===== config.mk =====
export PLATFORM = sky130hd
export DESIGN_NAME = led16_arbiter
export DESIGN_NICKNAME = d
export VERILOG_FILES = /design/src/rtl/led16_pkg.sv /design/src/rtl/led16_rr_pick.sv /design/src/rtl/led16_arbiter.sv
export SDC_FILE = /design/constraint.sdc
export NUM_CORES = 1
export LEC_CHECK = 0
export CORE_MARGIN = 2
export CORE_UTILIZATION = 40
export DETAILED_ROUTE_END_ITERATION = 16
export GPL_TIMING_DRIVEN = 0
export MAX_ROUTING_LAYER = met4
export PLACE_DENSITY = 0.68
export SETUP_SLACK_MARGIN = 0.2
export SYNTH_ARGS = -nofsm -noshare
export SYNTH_HDL_FRONTEND = slang
export SYNTH_SLANG_ARGS = --single-unit

===== constraint.sdc =====
create_clock -name clk -period 5.3 [get_ports clk]
set_input_delay 0.53 -clock clk [delete_from_list [all_inputs] [get_ports clk]]
set_output_delay 0.53 -clock clk [all_outputs]
set_load 0.05 [all_outputs]

===== src/rtl/led16_pkg.sv =====
`default_nettype none
// +----------------------------------------------------------------------+
// | led16_pkg                                                            |
// | Shared types and helpers for the LED16 display arbiter.              |
// | Revision: 1.0                                                        |
// +----------------------------------------------------------------------+
package led16_pkg;

    localparam int LED_W = 16;

    typedef enum logic [0:0] {
        IDLE = 1'b0,
        OWN  = 1'b1
    } arb_state_t;

    // Index width that never collapses to zero bits.
    function automatic int idx_w(input int n);
        return (n < 2) ? 1 : $clog2(n);
    endfunction

endpackage
`default_nettype wire


===== src/rtl/led16_rr_pick.sv =====
`default_nettype none
// +----------------------------------------------------------------------+
// | led16_rr_pick                                                        |
// | Combinational round-robin picker with optional excluded index.       |
// | Revision: 1.0                                                        |
// +----------------------------------------------------------------------+
module led16_rr_pick
    import led16_pkg::*;
#(
    parameter int NREQ  = 4,
    parameter int IDX_W = idx_w(NREQ)
) (
    input  logic [NREQ-1:0]  req,
    input  logic [IDX_W-1:0] start,
    input  logic             excl_en,
    input  logic [IDX_W-1:0] excl_idx,
    output logic             valid,
    output logic [IDX_W-1:0] winner
);

    logic [IDX_W-1:0] w_cand;

    // First requester found walking upward from start, wrapping at NREQ.
    always_comb begin
        valid  = 1'b0;
        winner = '0;
        w_cand = '0;
        for (int i = 0; i < NREQ; i++) begin
            w_cand = IDX_W'((int'(start) + i) % NREQ);
            if (!valid && req[w_cand] && !(excl_en && (w_cand == excl_idx))) begin
                valid  = 1'b1;
                winner = w_cand;
            end
        end
    end

endmodule
`default_nettype wire


===== src/rtl/led16_arbiter.sv =====
`default_nettype none
// +----------------------------------------------------------------------+
// | led16_arbiter                                                        |
// | Round-robin owner arbitration with minimum hold for the LED16 driver.|
// | Revision: 1.0                                                        |
// +----------------------------------------------------------------------+
module led16_arbiter
    import led16_pkg::*;
#(
    parameter int          NREQ         = 4,
    parameter int          HOLD_CYCLES  = 1024,
    parameter logic [15:0] IDLE_PATTERN = 16'h0000
) (
    input  logic                      clk,
    input  logic                      resetn,
    input  logic [NREQ-1:0]           req,
    input  logic [NREQ*LED_W-1:0]     data,
    output logic [NREQ-1:0]           grant,
    output logic [idx_w(NREQ)-1:0]    owner,
    output logic                      busy,
    output logic [LED_W-1:0]          ledbits
);

    localparam int c_idx_w = idx_w(NREQ);
    localparam int c_cnt_w = $clog2(HOLD_CYCLES + 1);
    localparam logic [c_cnt_w-1:0] c_hold_reload = c_cnt_w'(HOLD_CYCLES - 1);

    arb_state_t          r_state;
    logic [c_cnt_w-1:0]  r_hold;
    logic [c_idx_w-1:0]  r_rr_start;

    logic                w_excl_en;
    logic                w_valid;
    logic [c_idx_w-1:0]  w_winner;
    logic [c_idx_w-1:0]  w_next_start;
    logic                w_owner_req;
    logic                w_take;
    logic [LED_W-1:0]    w_owner_data;
    logic [LED_W-1:0]    w_winner_data;

    // While owning, the current owner never competes against itself.
    assign w_excl_en = (r_state == OWN);

    led16_rr_pick #(
        .NREQ  (NREQ),
        .IDX_W (c_idx_w)
    ) u_pick (
        .req      (req),
        .start    (r_rr_start),
        .excl_en  (w_excl_en),
        .excl_idx (owner),
        .valid    (w_valid),
        .winner   (w_winner)
    );

    assign w_owner_req   = req[owner];
    assign w_owner_data  = data[LED_W*int'(owner) +: LED_W];
    assign w_winner_data = data[LED_W*int'(w_winner) +: LED_W];
    assign w_next_start  = (w_winner == c_idx_w'(NREQ - 1)) ? '0 : w_winner + 1'b1;

    // A new grant happens from idle, on owner drop, or on hold expiry under contention.
    assign w_take = w_valid && ((r_state == IDLE) || !w_owner_req || (r_hold == '0));

    always_ff @(posedge clk or negedge resetn) begin
        if (!resetn) begin
            r_state    <= IDLE;
            grant      <= '0;
            owner      <= '0;
            busy       <= 1'b0;
            ledbits    <= IDLE_PATTERN;
            r_hold     <= '0;
            r_rr_start <= '0;
        end else if (w_take) begin
            r_state    <= OWN;
            grant      <= NREQ'(1) << w_winner;
            owner      <= w_winner;
            busy       <= 1'b1;
            ledbits    <= w_winner_data;
            r_hold     <= c_hold_reload;
            r_rr_start <= w_next_start;
        end else if (r_state == OWN) begin
            if (!w_owner_req) begin
                r_state <= IDLE;
                grant   <= '0;
                busy    <= 1'b0;
                ledbits <= IDLE_PATTERN;
                r_hold  <= '0;
            end else begin
                ledbits <= w_owner_data;
                if (r_hold != '0) begin
                    r_hold <= r_hold - 1'b1;
                end
            end
        end
    end

endmodule
`default_nettype wire


## After elaboration in Yosys (flattened, before gate mapping)

Cells that the tools add are included.

| word-level totals | value |
|---|---|
| flip-flop bits (word level) | 37 |
| bits of input ports | 70 |
| output and inout bits | 23 |

| cells by class | value |
|---|---|
| add/subtract/negate cells | 5 |
| order comparisons | 5 |
| eq/ne operators | 7 |
| shift operators | 3 |
| muxes and demuxes | 35 |
| bitwise operators | 1 |
| reductions and logical operators | 27 |

Operators by type and width:

| operator | number |
|---|---|
| 64-bit by 7-bit indexed part select with 16-bit output | 2 |
| 16-bit 2-to-1 mux | 3 |
| 11-bit 2-to-1 mux | 4 |
| 2-bit by 3-bit less-than comparator with 1-bit output (second input constant) | 5 |
| 1-bit 2-to-1 mux | 15 |
| 1-bit logical AND | 12 |
| 4-bit 2-to-1 mux | 3 |
| 11-bit zero test | 1 |
| 11-bit nonzero test | 1 |
| 11-bit by 1-bit subtractor with 11-bit output (second input constant) | 1 |
| 1-bit binary-select mux with 2-bit select | 5 |
| 2-bit 2-to-1 mux | 5 |
| 2-bit equality test | 4 |
| 1-bit zero test | 8 |
| 2-bit by 1-bit adder with 2-bit output (second input constant) | 2 |
| 2-bit adder (second input constant) | 2 |
| 2-bit AND reduction | 2 |
| 1-bit by 2-bit << shifter with 4-bit output (first input constant) | 1 |
| 3-bit by 1-bit != test with 1-bit output (second input constant) | 1 |
| 2-bit equality test (second input constant) | 1 |
| 1-bit logical OR | 2 |
| 2-bit by 1-bit != test with 1-bit output (second input constant) | 1 |
| 2-bit nonzero test | 1 |
| 1-bit inverter | 1 |

## Longest topological paths before layout

Gate-level depths: netlist (run 1).

| logic depth | value |
|---|---|
| word-level depth | 20 |
| mapped depth | 12 |
| depth with buffers taken out | 9 |

## Hierarchy

A second synthesis (run 1) with hierarchy kept.

| unflattened totals | value |
|---|---|
| cell total of the unflattened synthesis | 274 |
| area, all modules | 2,929.1 um^2 |

Modules (own cells, without submodules):

| module | times used | cells each | area each (um^2) | sequential area each (um^2) |
|---|---|---|---|---|
| led16_arbiter | 1 | 253 | 2,770.2 | 925.9 |
| led16_rr_pick | 1 | 21 | 158.9 | 0.0 |

## Worst setup path before layout (run 1)

Ideal clock, no wire load.

| timing path | value |
|---|---|
| path type | register -> register |
| start | register owner[0] |
| end | register grant[0] |
| setup time | 0.121 ns |
| data arrival time | 2.653 ns |
| slack | 2.526 ns |
| cell stages (with the launch flop) | 12 |
| clock period less this slack | 2.774 ns |
| cells stage by stage | dfrtp_1 > buf_2 > xnor2_1 > a31oi_1 > o22a_1 > or3_1 > buf_2 > a22oi_2 > buf_4 > inv_2 > ha_1 > a22o_1 |

| on the way | value |
|---|---|
| elaborated cells on any way between the ends | 41 |

RTL lines:

| element | line | source |
|---|---|---|
| from (decl) | led16_arbiter.sv:19 | `output logic [idx_w(NREQ)-1:0] owner,` |
| from (signal assigned) | led16_arbiter.sv:76 | `owner <= w_winner;` |
| 2-bit equality test | led16_rr_pick.sv:30 | `if (!valid && req[w_cand] && !(excl_en && (w_cand == excl_idx))) begin` |
| 1-bit logical AND | led16_rr_pick.sv:30 |  |
| 1-bit zero test | led16_rr_pick.sv:30 |  |
| 1-bit logical AND | led16_rr_pick.sv:30 |  |
| 1-bit 2-to-1 mux | led16_rr_pick.sv:30 |  |
| 1-bit zero test | led16_rr_pick.sv:30 |  |
| 1-bit logical AND (2 in a row) | led16_rr_pick.sv:30 |  |
| 1-bit 2-to-1 mux | led16_rr_pick.sv:30 |  |
| 1-bit zero test | led16_rr_pick.sv:30 |  |
| 1-bit logical AND (2 in a row) | led16_rr_pick.sv:30 |  |
| 1-bit 2-to-1 mux | led16_rr_pick.sv:30 |  |
| 1-bit zero test | led16_rr_pick.sv:30 |  |
| 1-bit logical AND (2 in a row) | led16_rr_pick.sv:30 |  |
| 2-bit 2-to-1 mux * | led16_rr_pick.sv:30 |  |
| named net u_pick.winner[0] | led16_rr_pick.sv:18 | `output logic [IDX_W-1:0] winner` |
| 1-bit by 2-bit << shifter with 4-bit output * | led16_arbiter.sv:75 | `grant <= NREQ'(1) << w_winner;` |
| 4-bit 2-to-1 mux * | led16_arbiter.sv:73 | `end else if (w_take) begin` |
| to (signal assigned) | led16_arbiter.sv:75 |  |
| to (decl) | led16_arbiter.sv:18 | `output logic [NREQ-1:0] grant,` |

Mark *: on every way through the listed nets, which the timed path passes. The rest lies on a longest branch. The select of a mux whose other input is x is not followed.
A chain may end at the register's enable or synchronous reset.

## Worst setup path in the final report (run 1)

| timing path | value |
|---|---|
| start | register owner[0] |
| end | register ledbits[15] |

| on the way | value |
|---|---|
| word-level cells in the longest chain between the ends | 19 |
| elaborated cells on any way between the ends | 42 |

RTL lines:

| element | line | source |
|---|---|---|
| 2-bit equality test | led16_rr_pick.sv:30 |  |
| 1-bit logical AND | led16_rr_pick.sv:30 |  |
| 1-bit zero test | led16_rr_pick.sv:30 |  |
| 1-bit logical AND | led16_rr_pick.sv:30 |  |
| 1-bit 2-to-1 mux | led16_rr_pick.sv:30 |  |
| 1-bit zero test | led16_rr_pick.sv:30 |  |
| 1-bit logical AND (2 in a row) | led16_rr_pick.sv:30 |  |
| 1-bit 2-to-1 mux | led16_rr_pick.sv:30 |  |
| 1-bit zero test | led16_rr_pick.sv:30 |  |
| 1-bit logical AND (2 in a row) | led16_rr_pick.sv:30 |  |
| 1-bit 2-to-1 mux | led16_rr_pick.sv:30 |  |
| 1-bit zero test | led16_rr_pick.sv:30 |  |
| 1-bit logical AND (2 in a row) | led16_rr_pick.sv:30 |  |
| 2-bit 2-to-1 mux / 1-bit 2-to-1 mux (equally long branches) | led16_rr_pick.sv:30 |  |
| 64-bit by 7-bit indexed part select with 16-bit output / 1-bit logical AND (equally long branches) | led16_arbiter.sv:58, led16_arbiter.sv:62 |  |
| 16-bit 2-to-1 mux / 2-bit nonzero test (equally long branches) | n/a |  |
| to (signal assigned) | led16_arbiter.sv:78 | `ledbits <= w_winner_data;` |
| to (signal assigned) | led16_arbiter.sv:89 | `ledbits <= w_owner_data;` |
| to (decl) | led16_arbiter.sv:21 | `output logic [LED_W-1:0] ledbits` |

Parallel ways exist; a longest one is shown, timed or not. The select of a mux whose other input is x is not followed.

==> qor.txt, run 1 <==
Status = completed
Num CTS Buffers = 5
Post-CTS Hold Fix Bufs = 0
Worst min path class = in -> async
Reg2reg end = ledbits[15]
Mapped Area = 0.00361 mm²
Core footprint = 0.00872 mm²
Total number of vias = 3,905
Vias in the first global route = 3,838
Final slew viol count = 0
Reg2reg start = owner[0]
#FFs+latches synth = 37
# fillers = 795
Crit path DAT = 3340 ps
GRT Residual Overflow = 0
Area share of the largest cell type after synthesis = 0.256
Max Root-Sink Buffers = 2
Die Area = 0.00981 mm²
DR DRC count = 0
Detailed-router iteration count before antenna repair = 5
Share of flip-flops with an asynchronous set or reset = 1.00
Startpoint types = flip-flop
Placed Area = 0.00468 mm²
Ports = 93
Area grow syn2layout = 33.5%
Worst-Skew Late Latency = 300 ps
Initial antenna violation count = 0
Syn Inst Count = 403
Crit share post-route = 0.598
Pwr dens = 775 mW/mm²
TritonCTS clock tree = yes
Die Width = 99.0 µm
Highest clock rate = 315 MHz
Leading area contributor after synthesis = dfrtp_1
ANT cells = 0
Setup_tns = 0 ps
First-pass GRT wire length = 19,700 µm
Rel. slew slack = 0.387
Vias per std cell = 6.38
Max-Cap Viols = 0
Top_reg_cell synth = dfrtp_1
Cell variety after synth = 51
Worst-margin pin slew = 920 ps
Post-route cell area = 0.00482 mm²
Dpl ws = 1900 ps
Root buffer cell = clkbuf_8
Number of enable flip-flop cells after synthesis = 0
Worst ir drop on vdd = 0.418 mV
Post-cts sizing count = 0
Num rows = 34
Starting Density = 0.414
IO buf count = 92
R2R Setup Slk = 2130 ps
Worst-case reg-to-reg path depth = 9
Final worst slack = 2130 ps
Nature of the critical path endpoint = flip-flop
Kind of critical path = reg -> reg
Setup Buffers After CTS = 0
Final setup fails = 0
Worst-path clk slew = 90 ps
Syn Area/Cell = 8.96 µm²
Die Ht = 99.0 µm
Fraction of layout cells with a size suffix above 1 = 0.113
Total Routing Usage GR = 0.253
Min Tclk post-route = 3170 ps
Routability cong. = 0.882
WL/cell = 19.7 µm
Max Clock Skew = 4.92 ps
Layout Nets = 578
Final ANT Viol Nets = 0
Final Hold Viols = 0
Mapped Nets = 478
Dpl hpwl = 8920 µm
Total wire length = 12,000 µm
Initial DRC count = 296
RSZ-0062 raised after global routing = no
Synth warn = 0
Synth area leaders = dfrtp_1, mux4_2, mux2i_1
H-tree depth = 2
Leak Pwr = 0.00178 µW
Highest net fanout along the worst path = 10
Largest net degree at the start of global routing = 29
Post-synthesis sequential area ratio = 0.256
Critical Path RT = 5460 ps
Sinks on Clock Net = 37
## registers in the layout, indices dropped and copies added, names as in the netlist
signal,count
busy,1
grant,4
ledbits,16
owner,2
r_hold,11
r_rr_start,2
r_state,1
## metal layers
layer / GRT usage / share of wire / vias to the layer above
met2: 0.413 / 0.49 / 181
li1: - / - / 1801
met3: 0.0262 / 0.072 / 20
met4: 0.0632 / 0.018 / 0
met5: - / 0 / -
met1: 0.340 / 0.42 / 1903
## synthesized netlist by cell type, types with 4 or more instances
cell       count
nor2_1        56
dfrtp_1       37
clkbuf_1      25
mux2i_1       24
nand2_1       23
o21ai_0       23
a31oi_1       19
o22a_1        17
a32oi_1       16
mux4_2        16
nor4b_1       16
o2111ai_1     16
o211ai_1      16
a22o_1        12
buf_2          9
o21ai_1        8
inv_1          7
ha_1           5
buf_6          4
mux2_2         4
## per-stage QoR
step	hold WS, ps	util	std cells	total power [µW]
2_1_floorplan	234	-	403	2630
3_3_place_gp	472	0.535	603	3330
3_5_place_dp	435	0.537	604	3390
4_1_cts	107	0.553	612	3700
5_1_grt	114	0.553	612	3990
6_report	107	0.553	612	3740
## cell type report
class                           count  area, µm²  share of cell area
Tap cell                          108        135              0.0280
Timing Repair Buffer               93        936               0.194
Buffer                             41        206              0.0428
Sequential cell                    37        926               0.192
Clock inverter                      3       68.8              0.0143
Multi-Input combinational cell    317       2450               0.508
Inverter                            8       30.0             0.00623
Clock buffer                        5       68.8              0.0143
## cells in the final DEF (no fill, tap or decap), types with 2 or more instances in the layout
cell	n
inv_1	7
a31oi_1	19
clkdlybuf4s50_1	91
o22a_1	17
nor3_1	3
o41ai_1	2
nand3_1	3
mux2_2	4
mux4_2	16
clkbuf_1	25
nor4b_1	16
o31ai_1	2
mux2i_1	24
nor4_1	3
or3_1	3
o21ai_0	23
nand2b_1	2
dfrtp_1	37
o211ai_1	16
nand3b_1	3
a21oi_1	3
o21ai_1	8
a32oi_1	16
buf_4	3
nand2_1	23
bufinv_16	2
o2111ai_1	16
o21a_1	2
clkbuf_8	5
nor2_1	56
buf_2	10
xor2_1	2
a22o_1	12
ha_1	5
buf_6	4
## cells by family after synthesis
logic type               after synthesis  share of synthesized area
AND/OR/NAND/NOR                      119                      0.167
AO/OA/AOI/OAI                        144                      0.299
adder cells (fa/ha/maj)                5                     0.0173
XOR/XNOR                               4                     0.0118
flip-flops                            37                      0.256
multiplexers                          45                      0.183
buffers and inverters                 49                     0.0655
## power by group
| group | internal [µW] | switching (µW) | total, µW |
|---|---|---|---|
| clock network | 190 | 124 | 313 |
| logic | 1130 | 1750 | 2890 |
| registers | 433 | 102 | 535 |
## critical path, stage by stage, from the launching register on
cell and delay (ps):
dfrtp_1 350, buf_2 180, buf_2 340, mux2i_1 630, nand2_1 260, nor2_1 190, a21oi_1 50, nand2_1 290
clkbuf_1 530, o211ai_1 180
## worst max path at each step
stage / endpoint / startpoint / slack [ps] / depth (start not counted)
6_report: ledbits[15] / owner[0] / 2130 / 9
5_1_grt: ledbits[11] / owner[0] / 1800 / 9
4_1_cts: ledbits[14] / owner[0] / 2130 / 9
3_5_place_dp: ledbits[9] / req[1] / 1900 / 9
3_3_place_gp: ledbits[8] / req[3] / 1940 / 9
2_1_floorplan: grant[0] / owner[0] / 2530 / 11
Power figures use the tool's default switching activity.
==> run 2: changes to the inputs <==
- clock period: 5.3 -> 3.1 ns (I/O delays scaled with it)
==> run 2 against run 1 <==
  * Sequential power increased by 72%
  * Global-route usage about the same
  * Register-to-register slack worse by 1800 ps
  * Critical path depth up 1
  * Worst setup slack got worse by 1800 ps
  * Largest cell class unchanged
==> qor.txt, run 2 (synthesis results as in run 1) <==
GRT Residual Overflow = 0
P_sw = 3420 µW
Worst-Skew Late Latency = 300 ps
Clk network pwr share = 0.083
Startpoint types = flip-flop
Most frequent cells in the layout = clkdlybuf4s50_1, nor2_1, dfrtp_1
Int Pwr = 3030 µW
CP peak stage delay = 540 ps
Most common cell after layout, fill and taps aside = clkdlybuf4s50_1
Detailed-router iteration count before antenna repair = 5
Num rows = 34
Core footprint = 0.00872 mm²
Post-Layout Cell Count = 615
Crit path DAT = 3010 ps
Sinks on Clock Net = 37
Most used routing layer = met2
ANT cells = 0
Crit share post-route = 0.899
RSZ-0062 raised after global routing = no
Root buffer cell = clkbuf_8
Worst-path clk slew = 90 ps
Total number of vias = 3,934
Starting Density = 0.414
First-pass GRT wire length = 19,700 µm
Nature of the critical path endpoint = flip-flop
Met1 usage = 0.341
Slowest library cell on the worst path = or4_4
Final setup fails = 0
Critical Path RT = 3320 ps
IO buf count = 92
Kind of critical path = reg -> reg
Crit path max-delay family = compound AO/OA/AOI/OAI gates
Largest net degree at the start of global routing = 29
Pwr dens = 1320 mW/mm²
Die Width = 99.0 µm
Max-Cap Viols = 0
Status = completed
Rel. slew slack = 0.513
Vias per std cell = 6.40
Num CTS Buffers = 5
Final ANT Viol Nets = 0
WL/cell = 19.9 µm
Min Tclk post-route = 2790 ps
Logic pwr share = 0.775
Initial antenna violation count = 0
Max reg flops = 16
Met3 Usage GRT = 0.0255
Met2 Resource Use GR = 0.412
Die Ht = 99.0 µm
Worst-path cell chain = buf_6 > mux2i_1 > a31oi_1 > o22a_1 > buf_6 > or4_4 > a21oi_4 > buf_6 > o2111ai_1 > o211ai_1
Flop pwr share = 0.142
Max Root-Sink Buffers = 2
Dpl ws = -75.4 ps
Worst min path class = in -> async
Highest net fanout along the worst path = 10
H-tree depth = 2
Worst ir drop on vdd = 0.734 mV
Leak Pwr = 0.00181 µW
Hold Slack = 430 ps
Initial DRC count = 344
Fraction of layout cells with a size suffix above 1 = 0.128
DR DRC count = 0
Final Hold Viols = 0
Dpl hpwl = 8920 µm
Routability cong. = 0.882
Area grow syn2layout = 34.8%
Largest registers = ledbits: 16 flops, r_hold: 11 flops, grant: 4 flops
Total Routing Usage GR = 0.254
Most frequent CP cell = buf_6
Final slew viol count = 0
Sw Ratio = 0.530
Power Total = 6450 µW
Setup_tns = 0 ps
Largest register by flop count = ledbits
Vias in the first global route = 3,840
Highest clock rate = 359 MHz
Critical path buffers and inverters = 3
Worst-margin pin slew = 730 ps
Die Area = 0.00981 mm²
Max Clock Skew = 5.28 ps
Layout Nets = 581
Total wire length = 12,200 µm
Dpl cells = 604
TritonCTS clock tree = yes
Ports = 93
Final worst slack = 313 ps
==> run 2: cell count changes in the layout (fill, tap and decap cells not counted), sizes merged <==
cell and change:
buf +2, dlygate4sd3 +1
==> run 2: layout make-up <==
| type | count | area (µm²) |
|---|---|---|
| Fill cell | 786 | 3850 |
| Multi-Input combinational cell | 317 | 2470 |
| Timing Repair Buffer | 96 | 961 |
| Sequential cell | 37 | 926 |
| Buffer | 41 | 211 |
| Tap cell | 108 | 135 |
| Clock buffer | 5 | 68.8 |
| Clock inverter | 3 | 68.8 |
| Inverter | 8 | 30.0 |
==> run 2: power by group through the flow <==
| stage | clock network [µW] | registers (µW) | logic (µW) |
|---|---|---|---|
| 6_report | 533 | 918 | 5000 |
| 5_1_grt | 559 | 941 | 5360 |
| 3_5_place_dp | 0 | 917 | 4870 |
| 4_1_cts | 538 | 913 | 4890 |
| 2_1_floorplan | 0 | 1330 | 3170 |
| 3_3_place_gp | 0 | 916 | 4780 |
==> run 2: per-layer routing <==
layer / vias up / share of wire
met5: - / 0
met4: 0 / 0.017
met3: 21 / 0.065
met2: 188 / 0.49
met1: 1922 / 0.43
li1: 1803 / -
==> run 2: repair_timing <==
action | CTS | global route
setup endpoints to repair | 17 | 18
endpoints found under the hold margin | 9 | 0
hold buffers | 1 | 0
pin swaps | 0 | 2
setup buffers | 0 | 2
gates resized for setup | 2 | 9
==> run 2: per-stage QoR <==
| stage | utilization | cell area, µm² |
|---|---|---|
| 2_1_floorplan | - | 3610 |
| 3_3_place_gp | 0.535 | 4670 |
| 3_5_place_dp | 0.537 | 4680 |
| 4_1_cts | 0.555 | 4840 |
| 5_1_grt | 0.558 | 4870 |
| 6_report | 0.558 | 4870 |
==> run 2: worst paths after layout <==
path,start,endpoint,slack [ps],depth (start not counted)
max in group asynchronous,resetn,ledbits[14],2220,3
max reg2reg,r_rr_start[0],ledbits[11],310,10
min in group clk,grant[0],grant[0],510,1
min reg2reg,grant[0],grant[0],510,1
max,r_rr_start[0],ledbits[11],310,10
min,resetn,ledbits[0],430,2
==> run 3: changes to the inputs <==
- GPL_ROUTABILITY_DRIVEN: unset -> 0
==> results of run 3 <==
Same layout as run 2: the final DEF is identical, and so are final timing and power.
